<file path="config.mk">
export PLATFORM = sky130hd
export DESIGN_NAME = mem_port_ctrl
export DESIGN_NICKNAME = d
export VERILOG_FILES = /design/src/rtl/mem_pkg.sv /design/src/rtl/mem_port_ctrl.sv
export SDC_FILE = /design/constraint.sdc
export NUM_CORES = 1
export LEC_CHECK = 0
export BUFFER_PORTS_ARGS = -buffer_cell sky130_fd_sc_hd__buf_2
export CORE_ASPECT_RATIO = 1.5
export CORE_MARGIN = 5
export CORE_UTILIZATION = 50
export DETAILED_ROUTE_END_ITERATION = 10
export PLACE_DENSITY = 0.87
export SYNTH_ARGS = -nofsm -noshare
export SYNTH_HDL_FRONTEND = slang
export SYNTH_SLANG_ARGS = --single-unit
</file>
<file path="constraint.sdc">
create_clock -name clk -period 5.6 [get_ports clk]
set_input_delay 0.56 -clock clk [delete_from_list [all_inputs] [get_ports clk]]
set_output_delay 0.56 -clock clk [all_outputs]
set_load 0.05 [all_outputs]
</file>
<file path="src/rtl/mem_pkg.sv">
// Shared types and lane helpers for the cache-to-memory port.
package mem_pkg;

  localparam int unsigned MEM_LATENCY_DEFAULT = 4;
  localparam int unsigned ADDR_W_DEFAULT      = 32;
  localparam int unsigned WORD_W              = 32;
  localparam int unsigned LANE_W              = 8;
  localparam int unsigned NUM_LANES           = 4;
  localparam int unsigned CNT_W               = 4;

  // Lane 0 carries the most significant byte (big-endian memory).
  typedef logic [0:NUM_LANES-1][LANE_W-1:0] byte_lanes_t;

  typedef enum logic [1:0] {
    IDLE     = 2'd0,
    WR_DRAIN = 2'd1,
    RD_WAIT  = 2'd2,
    RD_RESP  = 2'd3
  } mem_state_e;

  function automatic byte_lanes_t word_to_lanes(input logic [WORD_W-1:0] w);
    byte_lanes_t l;
    l[0] = w[31:24];
    l[1] = w[23:16];
    l[2] = w[15:8];
    l[3] = w[7:0];
    return l;
  endfunction

  function automatic logic [WORD_W-1:0] lanes_to_word(input byte_lanes_t l);
    return {l[0], l[1], l[2], l[3]};
  endfunction

endpackage

</file>
<file path="src/rtl/mem_port_ctrl.sv">
// Memory-side port controller: one request at a time, fixed memory latency,
// posted writes through a one-entry buffer, big-endian byte lanes.
module mem_port_ctrl
  import mem_pkg::*;
#(
  parameter int unsigned MEM_LATENCY = MEM_LATENCY_DEFAULT,
  parameter int unsigned ADDR_W      = ADDR_W_DEFAULT
) (
  input  logic              clk,
  input  logic              reset,
  input  logic              req_valid,
  output logic              req_ready,
  input  logic              req_write,
  input  logic [ADDR_W-1:0] req_addr,
  input  logic [WORD_W-1:0] req_wdata,
  output logic              resp_valid,
  output logic [WORD_W-1:0] resp_rdata,
  output logic [ADDR_W-1:0] mem_addr,
  output byte_lanes_t       mem_data_in,
  input  byte_lanes_t       mem_data_out,
  output logic              mem_write_en,
  output logic              busy
);

  localparam logic [CNT_W-1:0] CNT_LAST = CNT_W'(MEM_LATENCY - 1);

  mem_state_e        state_q, state_d;
  logic [CNT_W-1:0]  cnt_q, cnt_d;
  logic              wb_valid_q, wb_valid_d;
  logic [ADDR_W-1:0] wb_addr_q, wb_addr_d;
  logic [WORD_W-1:0] wb_data_q, wb_data_d;

  logic              req_ready_q, req_ready_d;
  logic              resp_valid_q, resp_valid_d;
  logic [WORD_W-1:0] resp_rdata_q, resp_rdata_d;
  logic [ADDR_W-1:0] mem_addr_q, mem_addr_d;
  byte_lanes_t       mem_data_in_q, mem_data_in_d;
  logic              mem_write_en_q, mem_write_en_d;
  logic              busy_q, busy_d;

  logic              accept_c;
  logic              last_c;
  logic [ADDR_W-1:0] aligned_addr_c;
  logic              addr_lsb_unused;

  assign accept_c        = req_valid && req_ready_q;
  assign last_c          = (cnt_q == CNT_LAST);
  assign aligned_addr_c  = {req_addr[ADDR_W-1:2], 2'b00};
  assign addr_lsb_unused = |req_addr[1:0];

  // State, buffer and registered outputs.
  always_ff @(posedge clk or negedge reset) begin
    if (!reset) begin
      state_q        <= IDLE;
      cnt_q          <= '0;
      wb_valid_q     <= 1'b0;
      wb_addr_q      <= '0;
      wb_data_q      <= '0;
      req_ready_q    <= 1'b0;
      resp_valid_q   <= 1'b0;
      resp_rdata_q   <= '0;
      mem_addr_q     <= '0;
      mem_data_in_q  <= '0;
      mem_write_en_q <= 1'b0;
      busy_q         <= 1'b0;
    end else begin
      state_q        <= state_d;
      cnt_q          <= cnt_d;
      wb_valid_q     <= wb_valid_d;
      wb_addr_q      <= wb_addr_d;
      wb_data_q      <= wb_data_d;
      req_ready_q    <= req_ready_d;
      resp_valid_q   <= resp_valid_d;
      resp_rdata_q   <= resp_rdata_d;
      mem_addr_q     <= mem_addr_d;
      mem_data_in_q  <= mem_data_in_d;
      mem_write_en_q <= mem_write_en_d;
      busy_q         <= busy_d;
    end
  end

  // Next state, latency counter and write buffer.
  always_comb begin
    state_d    = state_q;
    cnt_d      = cnt_q;
    wb_valid_d = wb_valid_q;
    wb_addr_d  = wb_addr_q;
    wb_data_d  = wb_data_q;

    case (state_q)
      IDLE: begin
        state_d = IDLE;
      end
      WR_DRAIN: begin
        if (last_c) begin
          state_d    = IDLE;
          wb_valid_d = 1'b0;
        end else begin
          cnt_d = cnt_q + CNT_W'(1);
        end
      end
      RD_WAIT: begin
        if (last_c) begin
          state_d = RD_RESP;
        end else begin
          cnt_d = cnt_q + CNT_W'(1);
        end
      end
      RD_RESP: begin
        state_d = IDLE;
      end
      default: begin
        state_d = IDLE;
      end
    endcase

    // Acceptance only happens when idle or on the final drain edge.
    if (accept_c) begin
      cnt_d = '0;
      if (req_write) begin
        state_d    = WR_DRAIN;
        wb_valid_d = 1'b1;
        wb_addr_d  = aligned_addr_c;
        wb_data_d  = req_wdata;
      end else begin
        state_d = RD_WAIT;
      end
    end
  end

  // Output values for the cycle after this edge.
  always_comb begin
    req_ready_d    = (state_d == IDLE) || ((state_d == WR_DRAIN) && (cnt_d == CNT_LAST));
    busy_d         = (state_d != IDLE);
    resp_valid_d   = (state_d == RD_RESP);
    mem_write_en_d = wb_valid_d;
    mem_addr_d     = mem_addr_q;
    mem_data_in_d  = mem_data_in_q;
    resp_rdata_d   = resp_rdata_q;

    if (wb_valid_d) begin
      mem_addr_d    = wb_addr_d;
      mem_data_in_d = word_to_lanes(wb_data_d);
    end else if (accept_c) begin
      mem_addr_d = aligned_addr_c;
    end

    if ((state_q == RD_WAIT) && last_c) begin
      resp_rdata_d = lanes_to_word(mem_data_out);
    end
  end

  assign req_ready    = req_ready_q;
  assign resp_valid   = resp_valid_q;
  assign resp_rdata   = resp_rdata_q;
  assign mem_addr     = mem_addr_q;
  assign mem_data_in  = mem_data_in_q;
  assign mem_write_en = mem_write_en_q;
  assign busy         = busy_q;

endmodule

</file>
==> results of run 1 <==
## per-layer routing
layer,vias up,part of all wire (%),global-route usage [%]
li1,2231,-,-
met1,2331,39,22.5
met2,163,54,34.8
met3,17,6.2,5.63
met4,2,1.3,6.35
met5,-,0.13,0
## layout by cell type (no fill, tap or decap), types with 2 or more instances in the layout
master	count
bufinv_16	2
inv_6	3
ha_1	5
clkinvlp_4	4
dfrtp_1	170
buf_4	7
clkbuf_16	17
and2_1	4
a21oi_1	4
buf_2	196
nand2_1	32
o21ai_1	55
a22o_1	2
inv_1	3
nor2_1	131
o21ai_0	9
mux2_2	94
## kinds of logic after synthesis
| logic type | after synthesis | synth area share (%) |
|---|---|---|
| AND/OR/NAND/NOR | 175 | 10.6 |
| flip-flops | 170 | 63.8 |
| multiplexers | 94 | 15.9 |
| AO/OA/AOI/OAI | 75 | 6.12 |
| buffers and inverters | 34 | 2.38 |
| adder cells (fa/ha/maj) | 5 | 0.939 |
| XOR/XNOR | 2 | 0.263 |
## how the worst min path moves through the flow
stage,end,start
floorplan,busy,reset
global placement,resp_rdata[26],reset
detailed placement,mem_addr[11],reset
CTS,resp_rdata[4],mem_data_out[4]
global route,resp_rdata[26],mem_data_out[26]
finish,resp_rdata[26],mem_data_out[26]
## cell type report
cell class	instances	area [sq um]	area share, %
sequential	170	4250	51.0
timing repair buffer	205	1050	12.6
multi-input combinational	351	2250	27.0
clock inverter	12	141	1.69
tap	159	199	2.38
inverter	4	15.0	0.180
clock buffer	18	429	5.14
## synth_stat cells
library cell  instances  area share, %
ha_1                  5           0.94
a22o_1                2           0.26
o21ai_1              55            4.1
xor2_1                1           0.13
nand3b_1              1           0.11
dfrtp_1             170             64
a21oi_4               1           0.24
or4b_2                1           0.15
nor3b_1               1           0.11
clkbuf_1              7           0.39
buf_4                 1           0.11
and2_1                4           0.38
buf_2                21            1.6
nor2_1              132            7.4
a211oi_1              1           0.11
inv_1                 3           0.17
mux2_2               94             16
o21a_1                1           0.11
o21ai_0               9           0.68
or2_2                 1          0.094
o211ai_1              1           0.11
nor3b_4               1           0.28
xnor2_1               1           0.13
nand2_1              33            1.9
a21boi_2              1           0.17
clkbuf_2              1          0.075
nand4b_1              1           0.13
a21oi_1               4           0.30
inv_2                 1          0.056
## per-stage QoR
| step | util [%] | worst slack (ns) |
|---|---|---|
| finish | 64.1 | 2.96 |
| global route | 64.1 | 2.81 |
| floorplan | - | 3.68 |
| detailed placement | 59.7 | 2.68 |
| global placement | 59.7 | 2.70 |
| CTS | 64.1 | 2.94 |
## sequential cells by signal, indices dropped and copies added, names as in the netlist
register,count
resp_valid,1
req_ready,1
mem_addr,32
state_q,2
mem_write_en,1
wb_data_q,32
resp_rdata,32
cnt_q,4
wb_addr_q,32
mem_data_in,32
busy,1
## critical path: cells and delay by family, from the launching register on
family	cells	cell delay, ns
compound gates	1	0.10
buf+inv	1	0.55
flops	1	0.37
mux	1	0.41
simple gates	3	1.04
## timing repair
action | 4_1_cts | 5_1_grt
endpoints found under the setup margin | 0 | 0
hold buffers | 1 | 0
buffers inserted | 0 | 0
endpoints found under the hold margin | 25 | 0
==> out/summary.log, run 1 <==
qor: outcome.outcome complete, no violations
qor: floorplanning.fp.dieArea 15800 sq um
qor: clock_network.cts_tree built
qor: worst_setup_path.startpoint_type flop
qor: worst_setup_path.critical-path-max-stage-delay 0.60 ns
qor: logic_synthesis.synth_seq_cells 170
qor: place.io_buffers 197
qor: logic_synthesis.syn_inst 555
qor: timing.timing_hold_violations_final 0
qor: route.drt_drc_violations_left 0
qor: worst_setup_path.crit_path_max_fanout 37
qor: place.placed_cell_area 7770 sq um
qor: route.detail_route.iter0.violations 230
qor: timing.setup_tns 0 ns
qor: floorplanning.die_y 151 um
qor: floorplanning.row_count 51
qor: worst_setup_path.critical_path_required 5.89 ns
qor: logic_synthesis.mappedNetlistArea 6660 sq um
qor: worst_setup_path.crit_end mem_addr[7]
qor: clock_network.clock_insertion_delay_worst_skew 0.41 ns
qor: global_routing.first_global_vias 4937
qor: place.hpwlAfterDp 10.2 mm
qor: worst_setup_path.setup.reg_to_reg.worst_slack 2.96 ns
qor: worst_setup_path.crit_start req_ready
qor: timing.setup_viol 0
qor: worst_setup_path.worst_path_max_delay_cell nand2_2
qor: cells_and_area.layout.nets 854
qor: route.detail_route.wl_per_cell 16.2 um
qor: floorplanning.placeableCoreArea 13000 sq um
qor: worst_hold_path.worstHoldPathCells 2
qor: timing.finalHoldWorstSlack 0.376 ns
qor: floorplanning.die_w 104 um
qor: cells_and_area.fraction_of_final_layout_cells_sized_beyond_drive_strength_1 44.1%
qor: global_routing.grt_pass1_wl 24.6 mm
qor: route.total_routed_length 14.9 mm
qor: worst_setup_path.r2r_start req_ready
qor: run.cap_violations 0
qor: global_routing.globalRouteTotalUtil 19.4%
qor: clock_network.cts-root-buf clkbuf_16
qor: route.via_count 4744
qor: clock_network.clock_slew_at_reported_path_ffs 0.07 ns
qor: timing.tightestPinTransition 0.899 ns
qor: cells_and_area.area_growth 25.3%
qor: worst_setup_path.timing.critical_path.to_type flop
qor: timing.clock_period_minus_final_worst_setup_slack 2.64 ns
qor: worst_setup_path.rr_endpoint mem_addr[7]
qor: clock_network.ctsLongestPathBuffers 2
qor: floorplanning.pin_count 200
qor: route.drt-vias-per-instance 5.16
qor: worst_setup_path.critical_path_class flop to flop
qor: clock_network.numCtsBuffers 17
qor: cells_and_area.finish.cell_count_without_fillers 919
qor: logic_synthesis.avgSynthCellArea 12.0 sq um
qor: clock_network.post_cts_resize_count 0
qor: worst_setup_path.worst_r2r_path_depth 6
qor: route.drt_pass1_iterations 4
qor: place.placed_cells 888
qor: worst_setup_path.arrival 2.93 ns
qor: timing.grt_setup_unrepaired no
qor: clock_network.h-tree-depth 4
qor: logic_synthesis.syn-num-nets 660
qor: cells_and_area.num_antenna_cells 0
qor: worst_setup_path.worstPathCellList and2_1, nand2_2, buf_4, mux2_2, nor2_1, o21ai_1
qor: timing.final.period_utilization 47.1%
qor: timing.max_freq 379 MHz
qor: logic_synthesis.seq_area_frac_synth 63.8%
qor: place.gpl.final_weighted_congestion 0.788
qor: worst_hold_path.class_of_the_worst_hold_path primary input to flop
qor: logic_synthesis.synthDistinctLibCells 29
qor: route.drtAntennaViolNets 0
qor: logic_synthesis.ys_warn_count 0
qor: cells_and_area.fill_cells 1025
qor: floorplanning.initial_utilization 51.2%
qor: cells_and_area.final_design_area_no_fill 8350 sq um
qor: global_routing.grt.overflow.total 0
qor: timing.maxSlewHeadroom 40.1%
qor: clock_network.numClockSinks 170
qor: global_routing.pin_count_of_the_biggest_net_entering_global_routing 74
qor: global_routing.grt_antenna_before_repair 1
qor: timing.final.setup_skew 0.00772 ns
qor: timing.slew_violations 0
Power of run 1 is not shown: default switching activity piles up to over one toggle a cycle in this logic, so the estimate is an artifact.
==> inputs of run 2 (changes only) <==
Settings changed: CORE_UTILIZATION 50 to 46, PLACE_DENSITY 0.87 to 0.84.
Clock period 5.6 ns to 2.4 ns, I/O delays scaled along.
==> run 2 against run 1 <==
Critical path depth up 2; flip-flop and latch count unchanged; first-iteration DRC count down 20%; highest routed layer is now met4; die area up 8.0%; register-to-register slack worse by 2.7 ns.
==> out/summary.log, run 2 (synthesis gave the netlist of run 1 again) <==
qor: worst_setup_path.worstPathCellList ha_1, nor3b_4, a21boi_2, a21oi_4, inv_2, buf_4, o21ai_1, o21ai_1 [was and2_1, nand2_2, buf_4, mux2_2, nor2_1, o21ai_1]
qor: clock_network.cts_tree built [unchanged]
qor: cells_and_area.finish.cell_count_without_fillers 964 [was 919]
qor: worst_setup_path.startpoint_type flop [unchanged]
qor: pwr.comb_power_share 48.2%
qor: timing.setup_viol 0 [unchanged]
qor: clock_network.clock_slew_at_reported_path_ffs 0.07 ns [about the same]
qor: clock_network.post_cts_resize_count 0 [unchanged]
qor: timing.finalHoldWorstSlack 0.0589 ns [was 0.376 ns]
qor: pwr.net_load_switching_power 6.84 mW
qor: worst_setup_path.setup.reg_to_reg.worst_slack 0.23 ns [was 2.96 ns]
qor: route.drt_drc_violations_left 0 [unchanged]
qor: floorplanning.row_count 54 [was 51]
qor: global_routing.globalRouteTotalUtil 18.2% [was 19.4%]
qor: route.drt-vias-per-instance 4.95 [was 5.16]
qor: place.placed_cells 930 [was 888]
qor: pwr.share_seq_of_total_power 32.9%
qor: worst_hold_path.whs_endpoint resp_rdata[0] [was resp_rdata[26]]
qor: pwr.static-leakage-power 4.10 nW
qor: pwr.power.internal 7.94 mW
qor: cells_and_area.fill_cells 1194 [was 1025]
qor: global_routing.grt.overflow.total 0 [unchanged]
qor: worst_setup_path.timing.critical_path.to_type flop [unchanged]
qor: cells_and_area.fraction_of_final_layout_cells_sized_beyond_drive_strength_1 44.7% [was 44.1%]
qor: worst_setup_path.worst_r2r_path_depth 8 [was 6]
qor: worst_hold_path.timing.hold.worst.start mem_data_out[0] [was mem_data_out[26]]
qor: place.detailedPlace.worstSlack 0.201 ns [was 2.68 ns]
qor: floorplanning.fp.dieArea 17000 sq um [was 15800 sq um]
qor: route.drt_pass1_iterations 4 [unchanged]
qor: timing.max_freq 460 MHz [was 379 MHz]
qor: timing.timing_hold_violations_final 0 [unchanged]
qor: place.placed_cell_area 7910 sq um [was 7770 sq um]
qor: clock_network.h-tree-depth 4 [unchanged]
qor: place.io_buffers 197 [unchanged]
qor: pwr.power.switching_fraction 46.3%
qor: route.via_count 4773 [was 4744]
qor: worst_setup_path.arrival 2.50 ns [was 2.93 ns]
qor: timing.maxSlewHeadroom 60.2% [was 40.1%]
qor: timing.tightestPinTransition 0.597 ns [was 0.899 ns]
qor: clock_network.clock_insertion_delay_worst_skew 0.41 ns [about the same]
qor: floorplanning.die_y 157 um [was 151 um]
qor: worst_setup_path.critical_path_required 2.72 ns [was 5.89 ns]
qor: floorplanning.initial_utilization 46.3% [was 51.2%]
qor: place.hpwlAfterDp 10.5 mm [was 10.2 mm]
qor: cells_and_area.final_core_util 59.3% [was 64.1%]
qor: timing.grt_setup_unrepaired no [unchanged]
qor: pwr.power_per_cell_area 1730 nW/um^2
qor: pwr.post-layout-total-power 14.8 mW
qor: route.detail_route.wl_per_cell 15.7 um [was 16.2 um]
qor: worst_setup_path.crit_start cnt_q[0] [was req_ready]
qor: run.cap_violations 0 [unchanged]
qor: worst_setup_path.timing.critical_path.mode_cell o21ai_1
qor: route.total_routed_length 15.2 mm [was 14.9 mm]
qor: clock_network.ctsLongestPathBuffers 2 [unchanged]
qor: timing.setup_tns 0 ns [unchanged]
qor: clock_network.postCtsHoldBufs 1 [unchanged]
qor: worst_setup_path.r2r_start cnt_q[0] [was req_ready]
qor: floorplanning.die_w 108 um [was 104 um]
qor: floorplanning.placeableCoreArea 14400 sq um [was 13000 sq um]
qor: pwr.power.share.clock 18.9%
qor: global_routing.pin_count_of_the_biggest_net_entering_global_routing 65 [was 74]
qor: timing.final.period_utilization 90.6% [was 47.1%]
qor: route.drtAntennaViolNets 0 [unchanged]
qor: worst_setup_path.crit_path_max_fanout 17 [was 37]
qor: cells_and_area.most_frequent_cells_in_the_layout 196 x buf_2, 170 x dfrtp_1, 131 x nor2_1 [unchanged]
qor: clock_network.cts_setup_buffers 0 [unchanged]
qor: worst_setup_path.rr_endpoint mem_addr[8] [was mem_addr[7]]
qor: clock_network.cts-root-buf clkbuf_16 [unchanged]
qor: clock_network.numCtsBuffers 17 [unchanged]
qor: cells_and_area.layout.nets 859 [was 854]
qor: worst_setup_path.critical-path-max-stage-delay 0.43 ns [was 0.60 ns]
qor: timing.final.setup_skew 0.0127 ns [was 0.00772 ns]
qor: route.detail_route.iter0.violations 185 [was 230]
qor: timing.slew_violations 0 [unchanged]
qor: worst_hold_path.worstHoldPathCells 2 [unchanged]
qor: worst_hold_path.class_of_the_worst_hold_path primary input to flop [unchanged]
qor: place.gpl.final_weighted_congestion 0.807 [was 0.788]
qor: global_routing.grt_antenna_before_repair 0 [was 1]
qor: global_routing.grt_pass1_wl 24.4 mm [was 24.6 mm]
qor: worst_setup_path.critical_path_class flop to flop [unchanged]
qor: global_routing.first_global_vias 5021 [was 4937]
qor: timing.clock_period_minus_final_worst_setup_slack 2.17 ns [was 2.64 ns]
qor: floorplanning.pin_count 200 [unchanged]
qor: cells_and_area.final_design_area_no_fill 8530 sq um [was 8350 sq um]
qor: pwr.irDropWorstVdd 0.841 mV
qor: clock_network.numClockSinks 170 [unchanged]
qor: cells_and_area.most_common_library_cell_in_the_layout_ignoring_fill_and_taps buf_2 [unchanged]
qor: cells_and_area.area_growth 28.0% [was 25.3%]
qor: timing.layout_setup_ws 0.225 ns [was 2.96 ns]
qor: outcome.outcome complete, no violations [unchanged]
qor: worst_setup_path.worst_path_max_delay_cell dfrtp_1 [was nand2_2]
-- run 2: cell type report --
type                    count  area, sq um  share of cell area (%)
inverters                   4         15.0                   0.176
flip-flops and latches    170         4250                    49.9
multi-input cells         351         2250                    26.4
well taps                 196          245                    2.88
diodes                      1         2.50                  0.0293
clock buffers              17          425                    4.99
clock inverters            15          175                    2.05
repair buffers            210         1150                    13.5
-- run 2: worst max path at each step --
stage	cells past startpoint	slack, ns	to
after floorplan	7	0.48	mem_addr[23]
after global placement	6	0.28	mem_addr[31]
after detailed placement	8	0.20	mem_addr[6]
after CTS	8	0.17	mem_addr[8]
after global routing	8	0.08	mem_addr[8]
final	8	0.23	mem_addr[8]
-- run 2: power by group through the flow --
stage          registers, mW  clock network (mW)  logic (mW)
3_3_place_gp            4.85                   0        7.02
3_5_place_dp            4.92                   0        7.19
4_1_cts                 4.88                2.87        7.22
2_1_floorplan           7.76                   0        2.55
6_report                4.86                2.79        7.13
5_1_grt                 5.03                2.99        7.68
-- run 2: metal layers --
layer | share of wire (%) | track usage (%)
met2 | 52 | 32.7
met3 | 7.2 | 5.29
met5 | 0 | 0
met1 | 39 | 20.9
met4 | 1.5 | 5.54
-- run 2: critical path: cells and delay by family (launching register included) --
kind | cells | cell delay [ns]
adders and majority gates | 1 | 0.23
DFF | 1 | 0.43
AOI/OAI and AO/OA | 4 | 0.66
and+or+nand+nor | 1 | 0.18
buffers and inverters | 2 | 0.59
Note: power is estimated with default switching activity, not from simulation.
==> inputs of run 3 (changes only) <==
Settings changed: SETUP_SLACK_MARGIN set to 0.4.
==> run 3 against run 2 <==
Flip-flop and latch count did not move; first-iteration DRC count rose by 7.6%; clock skew barely moved; critical path depth decreased by 2; global-route usage is 0.15 points higher.
==> out/summary.log, run 3 (synthesis gave the netlist of run 1 again) <==
qor: worst_setup_path.timing.critical_path.to_type flop [unchanged]
qor: clock_network.numClockSinks 170 [unchanged]
qor: worst_setup_path.crit_path_max_fanout 32 [was 17]
qor: pwr.irDropWorstVdd 0.840 mV [was 0.841 mV]
qor: floorplanning.row_count 54 [unchanged]
qor: worst_hold_path.timing.hold.worst.start mem_data_out[0] [unchanged]
qor: cells_and_area.final_design_area_no_fill 8650 sq um [was 8530 sq um]
qor: worst_setup_path.worst_path_max_delay_cell dfrtp_1 [unchanged]
qor: run.cap_violations 0 [unchanged]
qor: timing.final.setup_skew 0.0122 ns [was 0.0127 ns]
qor: pwr.static-leakage-power 4.17 nW [was 4.10 nW]
qor: global_routing.pin_count_of_the_biggest_net_entering_global_routing 65 [unchanged]
qor: timing.setup_viol 0 [unchanged]
qor: route.via_count 4786 [was 4773]
qor: timing.clock_period_minus_final_worst_setup_slack 1.95 ns [was 2.17 ns]
qor: clock_network.cts-root-buf clkbuf_16 [unchanged]
qor: clock_network.clock_insertion_delay_worst_skew 0.42 ns [was 0.41 ns]
qor: clock_network.cts_tree built [unchanged]
qor: clock_network.ctsLongestPathBuffers 2 [unchanged]
qor: worst_setup_path.path_depth 6 [was 8]
qor: worst_setup_path.r2r_start cnt_q[0] [unchanged]
qor: clock_network.h-tree-depth 4 [unchanged]
qor: route.drt_drc_violations_left 0 [unchanged]
qor: timing.maxSlewHeadroom 59.9% [was 60.2%]
qor: route.drtAntennaViolNets 0 [unchanged]
qor: worst_setup_path.setup.reg_to_reg.worst_slack 0.45 ns [was 0.23 ns]
qor: worst_setup_path.critical_path_class flop to flop [unchanged]
qor: cells_and_area.area_growth 29.8% [was 28.0%]
qor: global_routing.grt_pass1_wl 24.6 mm [was 24.4 mm]
qor: pwr.net_load_switching_power 6.92 mW [was 6.84 mW]
qor: worst_setup_path.worst_r2r_path_depth 6 [was 8]
qor: floorplanning.placeableCoreArea 14400 sq um [unchanged]
qor: place.placed_cell_area 7910 sq um [unchanged]
qor: worst_setup_path.family_of_cells_with_the_greatest_summed_delay_on_the_critical_path simple AND/OR/NAND/NOR gates [was compound AO/OA/AOI/OAI gates]
qor: route.detail_route.wl_per_cell 16.3 um [was 15.7 um]
qor: place.hpwlAfterDp 10.5 mm [unchanged]
qor: floorplanning.die_w 108 um [unchanged]
qor: worst_hold_path.class_of_the_worst_hold_path primary input to flop [unchanged]
qor: floorplanning.die_y 157 um [unchanged]
qor: cells_and_area.fraction_of_final_layout_cells_sized_beyond_drive_strength_1 45.7% [was 44.7%]
qor: route.detail_route.iter0.violations 199 [was 185]
qor: timing.timing_hold_violations_final 0 [unchanged]
qor: pwr.power.share.clock 18.7% [was 18.9%]
qor: cells_and_area.most_common_library_cell_in_the_layout_ignoring_fill_and_taps buf_2 [unchanged]
qor: timing.slew_violations 0 [unchanged]
qor: timing.tightestPinTransition 0.601 ns [was 0.597 ns]
qor: route.drt-vias-per-instance 4.93 [was 4.95]
qor: timing.final.period_utilization 81.4% [was 90.6%]
qor: global_routing.grt.overflow.total 0 [unchanged]
qor: clock_network.clock_slew_at_reported_path_ffs 0.07 ns [about the same]
qor: floorplanning.initial_utilization 46.3% [unchanged]
qor: pwr.power.internal 8.06 mW [was 7.94 mW]
qor: timing.grt_setup_unrepaired no [unchanged]
qor: floorplanning.fp.dieArea 17000 sq um [unchanged]
qor: clock_network.numCtsBuffers 17 [unchanged]
qor: timing.max_freq 512 MHz [was 460 MHz]
qor: global_routing.first_global_vias 5060 [was 5021]
qor: worst_setup_path.worstPathCellList ha_1, nor3b_4, buf_4, and2_1, buf_12, mux2_2 [was ha_1, nor3b_4, a21boi_2, a21oi_4, inv_2, buf_4, o21ai_1, o21ai_1]
qor: outcome.outcome complete, no violations [unchanged]
qor: worst_setup_path.rr_endpoint resp_rdata[27] [was mem_addr[8]]
qor: cells_and_area.layout.nets 865 [was 859]
qor: route.total_routed_length 15.9 mm [was 15.2 mm]
qor: worst_setup_path.crit_start cnt_q[0] [unchanged]
qor: global_routing.grt_antenna_before_repair 0 [unchanged]
qor: place.gpl.final_weighted_congestion 0.807 [unchanged]
qor: worst_hold_path.whs_endpoint resp_rdata[0] [unchanged]
qor: worst_setup_path.startpoint_type flop [unchanged]
qor: cells_and_area.most_frequent_cells_in_the_layout 196 x buf_2, 170 x dfrtp_1, 131 x nor2_1 [unchanged]
qor: worst_hold_path.worstHoldPathCells 2 [unchanged]
qor: floorplanning.pin_count 200 [unchanged]
qor: pwr.power.switching_fraction 46.2% [was 46.3%]
qor: worst_setup_path.critical_path_required 2.69 ns [was 2.72 ns]
qor: global_routing.globalRouteTotalUtil 18.4% [was 18.2%]
qor: place.io_buffers 197 [unchanged]
qor: pwr.power_per_cell_area 1730 nW/um^2 [about the same]
qor: pwr.share_seq_of_total_power 32.5% [was 32.9%]
qor: worst_setup_path.critical-path-max-stage-delay 0.41 ns [was 0.43 ns]
qor: timing.setup_tns 0 ns [unchanged]
qor: worst_setup_path.critPathBufInv 2 [unchanged]
qor: pwr.comb_power_share 48.9% [was 48.2%]
qor: route.drt_pass1_iterations 4 [unchanged]
qor: worst_setup_path.arrival 2.24 ns [was 2.50 ns]
==> run 3: through the flow <==
step / instances / setup WS, ns / total power [mW] / utilization [%] / hold slack, ns
final: 970 / 0.447 / 15.0 / 60.1 / 0.0568
after floorplan: 555 / 0.476 / 10.3 / - / -0.0556
after global routing: 969 / 0.382 / 15.9 / 60.1 / 0.0463
after detailed placement: 930 / 0.201 / 12.1 / 55.0 / 0.272
after global placement: 930 / 0.280 / 11.9 / 55.0 / 0.267
after CTS: 965 / 0.440 / 15.0 / 59.6 / 0.0410
==> run 3: how the worst max path moves through the flow <==
stage	slack, ns	to
2_1_floorplan	0.48	mem_addr[23]
3_3_place_gp	0.28	mem_addr[31]
3_5_place_dp	0.20	mem_addr[6]
4_1_cts	0.44	req_ready
5_1_grt	0.38	mem_addr[8]
6_report	0.45	resp_rdata[27]
==> run 3: area by class of cell <==
class | instances | area, sq um
fillers | 1185 | 5740
repair buffers | 216 | 1240
flip-flops and latches | 170 | 4250
clock buffers | 17 | 425
well taps | 196 | 245
inverters | 4 | 20.0
multi-input cells | 351 | 2280
clock inverters | 15 | 175
diodes | 1 | 2.50
==> run 3: power by group through the flow <==
| stage | registers [mW] | logic [mW] | clock network [mW] |
|---|---|---|---|
| floorplan | 7.76 | 2.55 | 0 |
| detailed placement | 4.92 | 7.19 | 0 |
| CTS | 4.88 | 7.29 | 2.87 |
| global route | 5.03 | 7.88 | 2.99 |
| finish | 4.86 | 7.32 | 2.80 |
| global placement | 4.85 | 7.02 | 0 |
==> run 3: what timing repair did <==
item,in CTS,in global routing
gates cloned,0,2
buffers inserted,2,2
resized for setup,6,4
endpoints found under the setup margin,63,53
endpoints found under the hold margin,61,0
hold buffers,1,0
==> run 3: routing by layer <==
metal / wire (um) / share of wire [%] / global-route usage, %
met4: 210 / 1.3 / 5.54
met2: 8350 / 53 / 33.2
met1: 6230 / 39 / 20.9
met5: 0 / 0 / 0
met3: 1070 / 6.7 / 5.29
